**config.mk**
```make
export PLATFORM = sky130hd
export DESIGN_NAME = tdm_demux_1_8
export DESIGN_NICKNAME = d
export VERILOG_FILES = /design/src/rtl/tdm_demux_1_8.sv
export SDC_FILE = /design/constraint.sdc
export NUM_CORES = 1
export LEC_CHECK = 0
export BUFFER_PORTS_ARGS = -buffer_cell sky130_fd_sc_hd__clkbuf_2
export CAP_MARGIN = 20
export CORE_UTILIZATION = 30
export CTS_BUF_LIST = sky130_fd_sc_hd__clkbuf_4 sky130_fd_sc_hd__clkbuf_8 sky130_fd_sc_hd__clkbuf_16
export DETAILED_ROUTE_END_ITERATION = 16
export PLACE_DENSITY_LB_ADDON = 0.1
export SYNTH_ARGS = -nofsm -noshare
export SYNTH_HDL_FRONTEND = slang
export SYNTH_SLANG_ARGS = --single-unit
export TNS_END_PERCENT = 10
```
**constraint.sdc**
```tcl
create_clock -name clk -period 1.9 [get_ports clk]
set_input_delay 0.19 -clock clk [delete_from_list [all_inputs] [get_ports clk]]
set_output_delay 0.19 -clock clk [all_outputs]
set_load 0.01 [all_outputs]
```
**src/rtl/tdm_demux_1_8.sv**
```systemverilog
// tdm_demux_1_8: receive side of an 8-slot time-division link.
// Samples arrive one per in_valid cycle, slot 0 marked by frame_sync.
// Slots 0..6 are parked in a shadow register; the slot-7 sample completes
// the frame, which is then copied into data_out in one step together with
// a one-cycle frame_valid strobe. Framing violations raise sync_err.
module tdm_demux_1_8 #(
  parameter int DATA_W = 1
) (
  input  logic                  clk,
  input  logic                  rst_n,
  input  logic [DATA_W-1:0]     data_in,
  input  logic                  in_valid,
  input  logic                  frame_sync,
  output logic [8*DATA_W-1:0]   data_out,
  output logic                  frame_valid,
  output logic [2:0]            slot_idx,
  output logic                  locked,
  output logic                  sync_err
);

  typedef enum logic {
    HUNT    = 1'b0,
    COLLECT = 1'b1
  } state_e;

  state_e                state_q, state_d;
  logic [2:0]            slot_q, slot_d;
  logic [7*DATA_W-1:0]   shadow_q, shadow_d;
  logic [8*DATA_W-1:0]   data_out_q, data_out_d;
  logic                  frame_valid_q, frame_valid_d;
  logic                  sync_err_q, sync_err_d;

  // Shadow lane write request from the framing logic
  logic                  lane_we;
  logic [2:0]            lane_sel;

  // Framing FSM: decides slot advance, lane writes, frame completion and errors
  always_comb begin
    state_d       = state_q;
    slot_d        = slot_q;
    data_out_d    = data_out_q;
    frame_valid_d = 1'b0;
    sync_err_d    = 1'b0;
    lane_we       = 1'b0;
    lane_sel      = 3'd0;
    if (in_valid) begin
      case (state_q)
        HUNT: begin
          // Only a marked sample can start a frame; everything else is dropped quietly
          if (frame_sync) begin
            lane_we  = 1'b1;
            lane_sel = 3'd0;
            slot_d   = 3'd1;
            state_d  = COLLECT;
          end
        end
        COLLECT: begin
          if (frame_sync) begin
            // Sync at slot 0 is a normal back-to-back frame start; anywhere else
            // it aborts the partial frame but is still accepted as the new slot 0
            sync_err_d = (slot_q != 3'd0);
            lane_we    = 1'b1;
            lane_sel   = 3'd0;
            slot_d     = 3'd1;
          end else if (slot_q == 3'd0) begin
            // Expected a frame start and did not get one: drop lock
            sync_err_d = 1'b1;
            slot_d     = 3'd0;
            state_d    = HUNT;
          end else if (slot_q == 3'd7) begin
            // Last slot goes straight to the output; lanes 0..6 come from shadow
            data_out_d    = {data_in, shadow_q};
            frame_valid_d = 1'b1;
            slot_d        = 3'd0;
          end else begin
            lane_we  = 1'b1;
            lane_sel = slot_q;
            slot_d   = slot_q + 3'd1;
          end
        end
        default: begin
          state_d = HUNT;
          slot_d  = 3'd0;
        end
      endcase
    end
  end

  // Per-lane shadow next-state: a lane only changes when it is the selected slot
  genvar gi;
  generate
    for (gi = 0; gi < 7; gi++) begin : g_lane
      assign shadow_d[gi*DATA_W +: DATA_W] =
        (lane_we && (lane_sel == 3'(gi))) ? data_in : shadow_q[gi*DATA_W +: DATA_W];
    end
  endgenerate

  // State, counters, shadow and output registers
  always_ff @(posedge clk or negedge rst_n) begin
    if (!rst_n) begin
      state_q       <= HUNT;
      slot_q        <= 3'd0;
      shadow_q      <= '0;
      data_out_q    <= '0;
      frame_valid_q <= 1'b0;
      sync_err_q    <= 1'b0;
    end else begin
      state_q       <= state_d;
      slot_q        <= slot_d;
      shadow_q      <= shadow_d;
      data_out_q    <= data_out_d;
      frame_valid_q <= frame_valid_d;
      sync_err_q    <= sync_err_d;
    end
  end

  assign data_out    = data_out_q;
  assign frame_valid = frame_valid_q;
  assign slot_idx    = slot_q;
  assign locked      = (state_q == COLLECT);
  assign sync_err    = sync_err_q;

endmodule

```
Word level (Yosys, flattened, before mapping)
Index checks and enable logic that the tools add are counted.

Word-level logic and storage cells: 64. Register bits after elaboration: 21. Input bits: 5.

Bitwise operators: 3. Equality and inequality tests: 8. Add/subtract/negate cells: 1. Multiplexer cells: 28. Reduce and logical (&&, ||, !) cells: 12.

Operators with widths (count): two-way mux 3 bit (8); two-way mux 1 bit (16); == test 3 bit, second input constant (4); one-hot mux 3 bit (2 select lines) (2); logical AND 1 bit (7); == test 3 x 2 -> 1 bit, second input constant (2); zero test 3 bit (2); AND reduction 5 bit (1); one-hot mux 1 bit (2 select lines) (2); adder 3 x 1 -> 3 bit, second input constant (1); == test 3 x 1 -> 1 bit, second input constant (1); inverter 1 bit (3); nonzero test 3 bit (1); != test 2 bit, second input constant (1); AND reduction 2 bit (1).

Depth between registers and ports, before layout
Depth in word-level cells: 8. Depth in mapped cells: 8.

Worst setup path after synthesis
Ideal clock, no wire load.

Path kind: flip-flop to flip-flop. Start: register slot_q[1], in the netlist slot_idx[1]. End: register shadow_q[4]. Setup slack: -0.028 ns. Arrival: 1.801 ns. Buffers on the path: 1. Cell stages (with the launch flop): 8. Clock period less this slack: 1.928 ns. Cells stage by stage: dfrtp_1 -> inv_1 -> ha_1 -> nor2b_1 -> buf_6 -> o31a_1 -> nor3_2 -> mux2_1.

Longest elaborated chain between the ends: 8.

Ends and longest elaborated chain: from (decl) (line 27) `logic [2:0] slot_q, slot_d;`; from (signal assigned) (line 109) `slot_q <= slot_d;`; == test 3 bit (line 70) `end else if (slot_q == 3'd7) begin`; two-way mux 3 bit (line 70); two-way mux 3 bit (line 65) `end else if (slot_q == 3'd0) begin`; two-way mux 3 bit (line 58) `if (frame_sync) begin`; one-hot mux 3 bit (2 select lines) (line 47) `case (state_q)`; two-way mux 3 bit (line 46) `if (in_valid) begin`; == test 3 bit (line 94) `(lane_we && (lane_sel == 3'(gi))) ? data_in : shadow_q[gi*DATA_W +: DATA_W];`; logical AND 1 bit (*) (line 94); to (signal assigned) (line 110) `shadow_q <= shadow_d;`; to (decl) (line 28) `logic [7*DATA_W-1:0] shadow_q, shadow_d;`.

Mark *: on every way between the ends. The rest lies on a longest branch, timed or not. A chain may end at the register's enable or synchronous reset.

Final worst setup path
Start: register slot_q[0], in the netlist slot_idx[0]. End: register shadow_q[1].

Longest elaborated chain between the ends: 8.

Ends and longest elaborated chain (line): == test 3 bit (70); two-way mux 3 bit (70); two-way mux 3 bit (65); two-way mux 3 bit (58); one-hot mux 3 bit (2 select lines) (47); two-way mux 3 bit (46); == test 3 x 1 -> 1 bit (94); logical AND 1 bit (*) (94).

Marked as above.

==> run_results.csv <==
group,metric,value,unit
worst_setup_path,worst-setup-path-type,"flop to flop",
grt,antenna_found_initial,0,
yosys,synth_edf_count,0,
timing,finalHoldViolCount,0,
yosys,synth_nets,99,
timing,finalCritPeriodShare,96.9,%
final_layout,nNetsFinal,135,
yosys,synth_top_family_by_area,"multiplexers",
yosys,ys_seq_area_share,49.0,%
yosys,synthMuxAreaShare,15.7,%
power_and_ir_drop,swShare,36.6,%
grt,grtUsageTotal,12.0,%
worst_setup_path,cp_max_fo,3,
floorplan,fp.dieW,61.8,um
grt,grt_pass1_wl,3.33,mm
power_and_ir_drop,pwr-share-clk,12.3,%
clocking,cts_tree,"built",
timing,finalSetupViolCount,0,
worst_setup_path,regToRegStartpoint,"slot_idx[0]",
clocking,worstSkewPairLatency,0.31,ns
worst_setup_path,endpoint_kind,"flop",
power_and_ir_drop,internal-power,0.00117,W
final_layout,nFillCells,333,
yosys,synth_top_area_cell,"dfrtp_1",
worst_setup_path,reg2reg_depth,7,
routing,route.detailed.drc,0,
power_and_ir_drop,power_frac_seq,35.3,%
yosys,yosys.area_share.simple,13.5,%
min_path,hold_depth,2,
routing,wl_per_cell,12.6,um
yosys,yosys_most_used_dff,"dfrtp_1",
placed_design,hpwl,1.50,mm
timing,worst_slew_pin_slew,0.521,ns
run_status,status,"finished clean",
yosys,synthArstFlopShare,100,%
timing,drv_slew,0,
power_and_ir_drop,p_sw,0.000676,W
grt,grt_max_degree,22,
floorplan,ios,19,
final_layout,fin_util,41.7,%
worst_setup_path,worstSetupStartpointType,"flop",
timing,slew_headroom,65.2,%
yosys,synth_cells,88,
floorplan,die_area,3820,um2
placed_design,place.gp.congestion,0.807,
timing,skew,0.00859,ns
yosys,ys_warn_count,0,
yosys,synth_compound_area_share,7.81,%
timing,clock.fmax,0.543,GHz
worst_setup_path,r2r_slack,0.06,ns
routing,drt-pass1-iter-count,4,
worst_setup_path,timing.rr.end,"shadow_q[1]",
worst_setup_path,crit_required,2.11,ns
timing,fin_crit,1.84,ns
clocking,path_clk_slew,0.13,ns
final_layout,drive_above_1_share,55.3,%
yosys,ys_top_cells_by_area,"dfrtp_1 (49%), mux2_2 (14%), ha_1 (7.0%)",
final_layout,final_cell_mix,"dfrtp_1 (19), clkbuf_2 (18), buf_4 (15)",
floorplan,start_util,31.7,%
grt,gr-total-overflow,0,
routing,totalWireLength,2.13,mm
yosys,postSynthAreaPerCell,12.2,um2
routing,ant_nets,0,
routing,drt_iter0_drc,39,
final_layout,synthToLayoutAreaGrowth,31.7,%
yosys,synth_cell_types,31,
min_path,min_path_type,"primary input to flop",
power_and_ir_drop,leakagePower,0.693,nW
worst_setup_path,cp.arrival,2.05,ns
final_layout,layout_commonest_cell,"dfrtp_1",
routing,vias,783,
floorplan,num_rows,21,
yosys,ys_ff_latch,21,
min_path,min_to,"frame_valid",
placed_design,placedCellCount,160,
floorplan,fp.dieH,61.8,um
power_and_ir_drop,power.density,1310,nW/um2
power_and_ir_drop,peakVddDrop,0.843,mV
yosys,synth_fa_ha_area_share,6.99,%
final_layout,antenna_cells,0,
power_and_ir_drop,p_comb_share,52.4,%
routing,via_per_inst,4.63,
run,maxCapViolCount,0,
clocking,clkSinkCount,21,
floorplan,core,3390,um2
clocking,clock_path_buffers,2,
clocking,cts_made_buffers,3,
timing,rsz0062_at_grt,"yes",
clocking,htreeDepth,1,
yosys,synth_area,1070,um2
yosys,synth_xor_xnor_area_share,0,%
placed_design,port_buffers,18,
final_layout,instances_no_fill,169,
min_path,hp-start,"frame_sync",
clocking,cts_root_buffer,"clkbuf_4",
yosys,synth.top_cell.area_share,49.0,%
grt,grt_pass1_vias,700,
-- metal layers --
metal	vias up	global-route usage, %	share of wire [%]
met4	0	1.90	0.61
met2	19	18.7	46
met5	-	0	0
met3	2	3.73	4.3
li1	382	-	-
met1	380	16.8	49
-- critical path: stages, from the launching register on --
cell and delay (ns):
dfrtp_2 0.45, buf_6 0.13, ha_4 0.15, and2_4 0.15, buf_6 0.11, nor4_4 0.30, nand2_1 0.13, mux2_4 0.31
-- state kept, by name, indices dropped and copies added (netlist names) --
signal,count
frame_valid,1
data_out,8
shadow_q,7
sync_err,1
locked,1
slot_idx,3
-- power groups by stage --
stage | clock, W | combinational [W] | sequential [W]
after floorplan | 0 | 0.000452 | 0.000698
after global placement | 0 | 0.000790 | 0.000653
after detailed placement | 0 | 0.000792 | 0.000658
after CTS | 0.000242 | 0.000808 | 0.000648
after global routing | 0.000258 | 0.00108 | 0.000675
final | 0.000227 | 0.000968 | 0.000653
-- worst max-delay path by stage --
stage           startpoint     endpoint  slack (ns)  depth (start not counted)
2_1_floorplan  slot_idx[1]  shadow_q[4]        0.04                          7
3_3_place_gp   slot_idx[1]  shadow_q[1]        0.02                          6
3_5_place_dp   slot_idx[1]  shadow_q[1]       -0.03                          6
4_1_cts        slot_idx[0]  shadow_q[6]      -0.003                          8
5_1_grt        slot_idx[0]  shadow_q[1]       -0.01                          7
6_report       slot_idx[0]  shadow_q[1]        0.06                          7
-- metrics by stage --
step	hold slack [ns]	setup TNS, ns	worst slack, ns	instance area (um2)	power, W
after CTS	0.183	-0.00285	-0.00285	1320	0.00170
after detailed placement	0.197	-0.0417	-0.0325	1270	0.00145
after global placement	0.197	0	0.0165	1270	0.00144
after floorplan	-0.106	0	0.0419	1080	0.00115
after global routing	0.186	-0.0249	-0.0131	1410	0.00202
final	0.188	0	0.0592	1410	0.00185
-- cell type report --
class                      count  area (um2)  area share, %
clock inverter                 1        5.00          0.354
timing repair buffer          36         235           16.6
multi-input combinational     55         539           38.1
inverter                       7        26.3           1.86
tap                           46        57.6           4.07
sequential                    21         528           37.3
clock buffer                   3        22.5           1.59
-- repair_timing --
item / 4_1_cts / 5_1_grt
pin swaps: 1 / 4
endpoints found under the hold margin: 21 / 0
setup buffers: 0 / 4
cloned: 0 / 0
hold buffers: 1 / 0
resized for setup: 1 / 15
endpoints found under the setup margin: 4 / 16
-- cells by family (layout without fill, tap and decap cells) --
logic type | after synthesis | in the layout
simple gates | 22 | 22
flops | 21 | 21
mux | 15 | 15
compound gates | 12 | 12
buf+inv | 12 | 47
fa+ha+maj | 6 | 6
-- synthesized netlist by cell type (all sizes together), types with 2 or more instances --
library cell / instances
dfrtp: 21
nand2: 3
o21ai: 2
inv: 7
buf: 4
nor3: 5
nand4: 2
nand3: 5
a31oi: 2
nor4: 2
mux2: 15
ha: 6
Note: power is estimated with default switching activity, not from simulation.
